--- config.mk ---
export PLATFORM = sky130hd
export DESIGN_NAME = hazard_controller
export DESIGN_NICKNAME = d
export VERILOG_FILES = /design/src/rtl/hazard_pkg.sv /design/src/rtl/hazard_tag_pipe.sv /design/src/rtl/hazard_controller.sv
export SDC_FILE = /design/constraint.sdc
export NUM_CORES = 1
export LEC_CHECK = 0
export BUFFER_PORTS_ARGS = -buffer_cell sky130_fd_sc_hd__buf_2
export CAP_MARGIN = 20
export CORE_ASPECT_RATIO = 1.2
export CORE_MARGIN = 2
export CORE_UTILIZATION = 57
export DETAILED_ROUTE_END_ITERATION = 8
export PLACE_DENSITY_LB_ADDON = 0.25
export SKIP_LAST_GASP = 1
export SLEW_MARGIN = 30
export SYNTH_ARGS = -nofsm -noshare
export SYNTH_HDL_FRONTEND = slang
export SYNTH_HIERARCHICAL = 1
export SYNTH_SLANG_ARGS = --single-unit
--- constraint.sdc ---
create_clock -name clk -period 4.85 [get_ports clk]
set_input_delay 0.7275 -clock clk [delete_from_list [all_inputs] [get_ports clk]]
set_output_delay 0.7275 -clock clk [all_outputs]
set_load 0.005 [all_outputs]
--- src/rtl/hazard_pkg.sv ---
// Shared types and constants for the pipeline hazard controller:
// register tags, FSM states, forwarding codes and branch classes.
package hazard_pkg;

    localparam logic [3:0] NO_REG = 4'hF;

    typedef enum logic {
        RUN,
        RESOLVE
    } state_t;

    localparam logic [1:0] FWD_RF  = 2'b00;
    localparam logic [1:0] FWD_EX  = 2'b01;
    localparam logic [1:0] FWD_MEM = 2'b10;
    localparam logic [1:0] FWD_WB  = 2'b11;

    localparam logic [2:0] IDLE = 3'd0;
    localparam logic [2:0] EQZ  = 3'd1;
    localparam logic [2:0] NEZ  = 3'd2;
    localparam logic [2:0] TEQZ = 3'd3;
    localparam logic [2:0] TNEZ = 3'd4;
    localparam logic [2:0] JUMP = 3'd5;
    localparam logic [2:0] DB   = 3'd6;

    typedef struct packed {
        logic [3:0] dest;
        logic       is_load;
    } tag_t;

    localparam tag_t BUBBLE = '{dest: NO_REG, is_load: 1'b0};

    // Register 0 is real, so the use bit gates the compare; NO_REG never matches.
    function automatic logic src_match(input logic used, input logic [3:0] src, input tag_t t);
        return used && (t.dest != NO_REG) && (t.dest == src);
    endfunction

endpackage

--- src/rtl/hazard_tag_pipe.sv ---
// Three-stage destination tag shift register (EX, MEM, WB) that mirrors
// the datapath; a bubble replaces the ID tag when the ID slot is not issued.
module hazard_tag_pipe
    import hazard_pkg::*;
(
    input  logic clk,
    input  logic rst,
    input  tag_t id_tag,
    input  logic bubble,
    output tag_t ex_tag,
    output tag_t mem_tag,
    output tag_t wb_tag
);

    always_ff @(posedge clk) begin
        if (rst) begin
            ex_tag  <= BUBBLE;
            mem_tag <= BUBBLE;
            wb_tag  <= BUBBLE;
        end else begin
            ex_tag  <= bubble ? BUBBLE : id_tag;
            mem_tag <= ex_tag;
            wb_tag  <= mem_tag;
        end
    end

endmodule

--- src/rtl/hazard_controller.sv ---
// Pipeline hazard controller: data-hazard stall/forward, branch flush FSM, stall counter.
// Define HAZARD_FORWARD_EN for forwarding with load-use stalls; otherwise stall until the writer retires.
module hazard_controller
    import hazard_pkg::*;
(
    input  logic        clk,
    input  logic        rst,
    input  logic        id_valid,
    input  logic [3:0]  id_registerX,
    input  logic [3:0]  id_registerY,
    input  logic        id_useX,
    input  logic        id_useY,
    input  logic [3:0]  id_registerZ,
    input  logic        id_isLoad,
    input  logic [2:0]  jumpControl,
    input  logic        ex_taken,
    output logic        stall,
    output logic        flush,
    output logic [1:0]  fwdX,
    output logic [1:0]  fwdY,
    output logic [15:0] stallCount
);

    state_t      state;
    tag_t        id_tag;
    tag_t        ex_tag;
    tag_t        mem_tag;
    tag_t        wb_tag;
    logic [15:0] stall_cnt;
    logic        flush_int;
    logic        hazard;
    logic        stall_int;
    logic        id_bubble;
    logic [1:0]  fwd_x_int;
    logic [1:0]  fwd_y_int;
    logic        ex_x, ex_y, mem_x, mem_y, wb_x, wb_y;
    logic        unused_load_bits;

    assign ex_x  = src_match(id_useX, id_registerX, ex_tag);
    assign ex_y  = src_match(id_useY, id_registerY, ex_tag);
    assign mem_x = src_match(id_useX, id_registerX, mem_tag);
    assign mem_y = src_match(id_useY, id_registerY, mem_tag);
    assign wb_x  = src_match(id_useX, id_registerX, wb_tag);
    assign wb_y  = src_match(id_useY, id_registerY, wb_tag);

    assign unused_load_bits = ^{ex_tag.is_load, mem_tag.is_load, wb_tag.is_load};

    // ex_taken is only meaningful while the branch sits in EX.
    assign flush_int = (state == RESOLVE) && ex_taken;

`ifdef HAZARD_FORWARD_EN
    assign hazard = (ex_x || ex_y) && ex_tag.is_load;

    // Youngest producer wins: EX over MEM over WB.
    always_comb begin
        fwd_x_int = FWD_RF;
        fwd_y_int = FWD_RF;
        if (ex_x)       fwd_x_int = FWD_EX;
        else if (mem_x) fwd_x_int = FWD_MEM;
        else if (wb_x)  fwd_x_int = FWD_WB;
        if (ex_y)       fwd_y_int = FWD_EX;
        else if (mem_y) fwd_y_int = FWD_MEM;
        else if (wb_y)  fwd_y_int = FWD_WB;
    end
`else
    assign hazard    = ex_x || ex_y || mem_x || mem_y || wb_x || wb_y;
    assign fwd_x_int = FWD_RF;
    assign fwd_y_int = FWD_RF;
`endif

    // A flushed instruction cannot be stalled, so flush overrides stall.
    assign stall_int = hazard && !flush_int;
    assign id_bubble = !id_valid || stall_int || flush_int;
    assign id_tag    = '{dest: id_registerZ, is_load: id_isLoad};

    hazard_tag_pipe u_tag_pipe (
        .clk     (clk),
        .rst     (rst),
        .id_tag  (id_tag),
        .bubble  (id_bubble),
        .ex_tag  (ex_tag),
        .mem_tag (mem_tag),
        .wb_tag  (wb_tag)
    );

    // RESOLVE always lasts one cycle, so a branch in ID then never re-enters it.
    always_ff @(posedge clk) begin
        if (rst) begin
            state <= RUN;
        end else begin
            case (state)
                RUN: begin
                    if (id_valid && (jumpControl != IDLE) && !stall_int && !flush_int)
                        state <= RESOLVE;
                end
                RESOLVE: state <= RUN;
                default: state <= RUN;
            endcase
        end
    end

    always_ff @(posedge clk) begin
        if (rst) begin
            stall_cnt <= '0;
        end else if (stall_int && (stall_cnt != 16'hFFFF)) begin
            stall_cnt <= stall_cnt + 16'd1;
        end
    end

    assign stall      = !rst && stall_int;
    assign flush      = !rst && flush_int;
    assign fwdX       = rst ? FWD_RF : fwd_x_int;
    assign fwdY       = rst ? FWD_RF : fwd_y_int;
    assign stallCount = rst ? 16'd0 : stall_cnt;

endmodule

### Word level (Yosys, flattened, before mapping)

Index checks and enable logic that the tools add are counted.

* bits in registers: 29
* output and inout bits: 22

* add/subtract/negate cells: 1
* eq/ne operators: 10
* multiplexer cells: 3
* bitwise logic cells: 1
* reductions and logical operators: 33

Operators with widths (count)
* == test 4 bit: 6
* logical AND 1 bit: 20
* adder 16 x 1 -> 16 bit, second input constant: 1
* two-way mux 16 bit: 1
* != test 16 bit, second input constant: 1
* != test 4 bit, second input constant: 3
* logical OR 1 bit: 7
* zero test 1 bit: 4
* nonzero test 3 bit: 1
* one-hot mux 1 bit (2 select lines): 1
* OR reduction 2 bit: 1
* two-way mux 1 bit: 1
* inverter 1 bit: 1

### Depth between registers and ports, before layout

* depth after elaboration: 14
* mapped depth: 7
* mapped depth without buffers: 7

### Cells and area by module

Netlist, hierarchy kept.

By module, submodules not included
* hazard_controller: instances 1, cells each 174, area each 1351.3 um2, sequential area each 340.3 um2
* hazard_tag_pipe: instances 1, cells each 31, area each 407.9 um2, sequential area each 300.3 um2

### Least setup slack after synthesis

No wires, ideal clock.

* kind: input port to output port
* start: input port id_registerY[2]
* end: output port stall
* arrival time: 1.738 ns
* path slack: 2.384 ns
* stages on the path: 6
* buffers on the path: 1
* cells stage by stage: and2_1 a21oi_1 o22ai_1 nor4_4 buf_4 nor3_1

* word-level cells in the longest chain between the ends: 9

RTL lines
* from (decl): RTL line hazard_controller.sv:10 `input logic [3:0] id_registerY,`
* == test 4 bit: RTL line hazard_pkg.sv:34 `return used && (t.dest != NO_REG) && (t.dest == src);`
* logical AND 1 bit: RTL line hazard_pkg.sv:34
* logical OR 1 bit (4 in a row): RTL line hazard_controller.sv:66 `assign hazard = ex_x || ex_y || mem_x || mem_y || wb_x || wb_y;`
* logical OR 1 bit *: RTL line hazard_controller.sv:66
* logical AND 1 bit *: RTL line hazard_controller.sv:72 `assign stall_int = hazard && !flush_int;`
* logical AND 1 bit *: RTL line hazard_controller.sv:110 `assign stall = !rst && stall_int;`
* to (decl): RTL line hazard_controller.sv:17 `output logic stall,`

Mark *: on every way between the ends. The rest lies on a longest branch, timed or not.

### Worst setup path in the final report

Ends and elaborated chain as after synthesis.

==> results.sh <==
export IMPL_status="finished clean"
export IMPL_cts_made_buffers=5
export IMPL_fin_skew_ns=0.00669
export IMPL_rsz0062_at_grt="no"
export IMPL_cp_slowest_cell="buf_4"
export IMPL_vias=1543
export IMPL_finalCriticalPeriod_ns=2.79
export IMPL_routed_wirelength_mm=3.48
export IMPL_grt_pass1_vias=1319
export IMPL_grt_first_pass_wirelength_mm=5.52
export IMPL_critPathRequiredTime_ns=4.12
export IMPL_area_growth_syn_to_layout_pct=13.8
export IMPL_slew_viol_final=0
export IMPL_gp_congestion=0.832
export IMPL_comb_power_share=0.115
export IMPL_num_rows=21
export IMPL_final_cells=273
export IMPL_crit_type="in2out"
export IMPL_ctsResizeCount=0
export IMPL_fmax_mhz=358
export IMPL_end_kind="output port"
export IMPL_overflow=0
export IMPL_slowest_delay_ns=0.29
export IMPL_yosys_warnings=6
export IMPL_drc=0
export IMPL_synth_area_sq_um=1680
export IMPL_cp_top_family="buffers and inverters"
export IMPL_h_tree_depth=2
export IMPL_netSwitchingPower_mw=0.117
export IMPL_post_cts_repair_setup_buffers=0
export IMPL_crit_chain="buf_2, and2_1, a21oi_1, o22ai_1, nor4_4, buf_4, nor3_1, buf_2"
export IMPL_grt_max_degree=46
export IMPL_critical_path_arrival_ns=2.07
export IMPL_cts_root_buf="clkbuf_4"
export IMPL_postRouteAntennaNets=0
export IMPL_start_util=0.597
export IMPL_fin_tns_setup_ns=0
export IMPL_grt_antenna_before_repair=0
export IMPL_postCtsHoldBufs=0
export IMPL_relSlewSlack=0.487
export IMPL_ir_worst_vdd_mv=0.189
export IMPL_fin_crit_sh=0.576
export IMPL_crit_fanout=24
export IMPL_holdCritPathClass="reg2reg"
export IMPL_drive_gt1_frac=0.247
export IMPL_crit_path_frequent_cell="buf_2"
export IMPL_hold_viol_final=0
export IMPL_clock_sinks=29
export IMPL_hpwl_mm=2.52
export IMPL_syn_area_per_cell_sq_um=8.43
export IMPL_clock_latency_ns=0.33
export IMPL_n_antenna_cell=0
export IMPL_track_usage=0.217
export IMPL_core_area_sq_um=2810
export IMPL_placedCellCount=265
export IMPL_cts_tree="done"
export IMPL_p_per_area_nw_per_um2=229
export IMPL_cp_num_buf_inv=3
export IMPL_maxCapViolations=0
export IMPL_first_pass_iters=4
export IMPL_p_sw_frac=0.268
export IMPL_p_leak_nw=0.776
export IMPL_critPathLaunchType="primary input"
export IMPL_dieHeight_um=63.4
export IMPL_finalNetCount=261
export IMPL_clkTransAtPathRegs_ns=0.09
export IMPL_die_x_um=53.5
export IMPL_seq_power_share=0.565
export IMPL_vias_per_cell=5.65
export IMPL_dpl_instance_area_sq_um=1860
export IMPL_routedWlPerCell_um=12.8
export IMPL_drt_iter0_markers=54
export IMPL_clockBufferDepth=2
export IMPL_setup_slack_ns=2.06
export IMPL_portBuffers=38
export IMPL_worst_pin_slew_ns=0.758
export IMPL_boundaryPins=44
export IMPL_dpl_worst_slack_ns=2.05
export IMPL_post_route_cell_area_sq_um=1910
export IMPL_setup_viol=0
export IMPL_whs_ns=0.457
export IMPL_pwr_share_clk=0.320
export IMPL_syn_inst=199
export IMPL_p_int_mw=0.321
export IMPL_die_area_sq_um=3400
## final timing paths
path                             startpoint  slack, ns  depth (start not counted)                   endpoint
setup / recovery            id_registerY[2]       2.06                          8                      stall
hold / removal             state$_SDFF_PP0_       0.46                          1           state$_SDFF_PP0_
setup reg to reg  stall_cnt[0]$_SDFFE_PP0P_       2.70                          7  stall_cnt[0]$_SDFFE_PP0P_
hold reg to reg            state$_SDFF_PP0_       0.46                          1           state$_SDFF_PP0_
## registers in the layout, indices dropped and copies added, names as in the netlist
register	count
stall_cnt	16
u_tag_pipe/ex_tag	4
state	1
u_tag_pipe/mem_tag	4
u_tag_pipe/wb_tag	4
## stage by stage
stage	utilization	power, mW
finish	0.679	0.438
global route	0.679	0.460
CTS	0.679	0.441
detailed placement	0.661	0.304
global placement	0.661	0.302
floorplan	-	0.288
## layout by cell type, fill, tap and decap left out, types with 4 or more instances in the layout
| cell | n |
|---|---|
| and2_1 | 5 |
| or2_1 | 8 |
| nor2b_1 | 12 |
| mux2_2 | 6 |
| or3_1 | 4 |
| inv_1 | 5 |
| a21oi_1 | 9 |
| nand4_1 | 12 |
| nor3_1 | 9 |
| nand3_1 | 15 |
| xnor2_1 | 18 |
| buf_2 | 38 |
| nor2_1 | 24 |
| conb_1 | 4 |
| dfxtp_1 | 29 |
| clkbuf_4 | 5 |
## power by group through the flow
stage | Combinational, mW | Sequential, mW | Clock [mW]
CTS | 0.0508 | 0.247 | 0.143
floorplan | 0.0363 | 0.252 | 0
finish | 0.0505 | 0.247 | 0.140
global placement | 0.0495 | 0.253 | 0
global route | 0.0566 | 0.248 | 0.155
detailed placement | 0.0507 | 0.253 | 0
## layer usage
metal / vias up / wire (um) / track usage
li1: 776 / - / -
met3: 11 / 165 / 0.0569
met2: 46 / 1780 / 0.377
met4: 0 / 94 / 0.0994
met5: - / 0 / 0
met1: 710 / 1440 / 0.236
## final cells by class
type,instances,area [sq um]
fillers,273,902
well taps,34,42.5
flip-flops and latches,29,581
inverters,5,18.8
repair buffers,39,198
multi-input cells,158,1020
clock inverters,2,10.0
clock buffers,6,41.3
No activity file was read; power rests on OpenSTA's default activity.
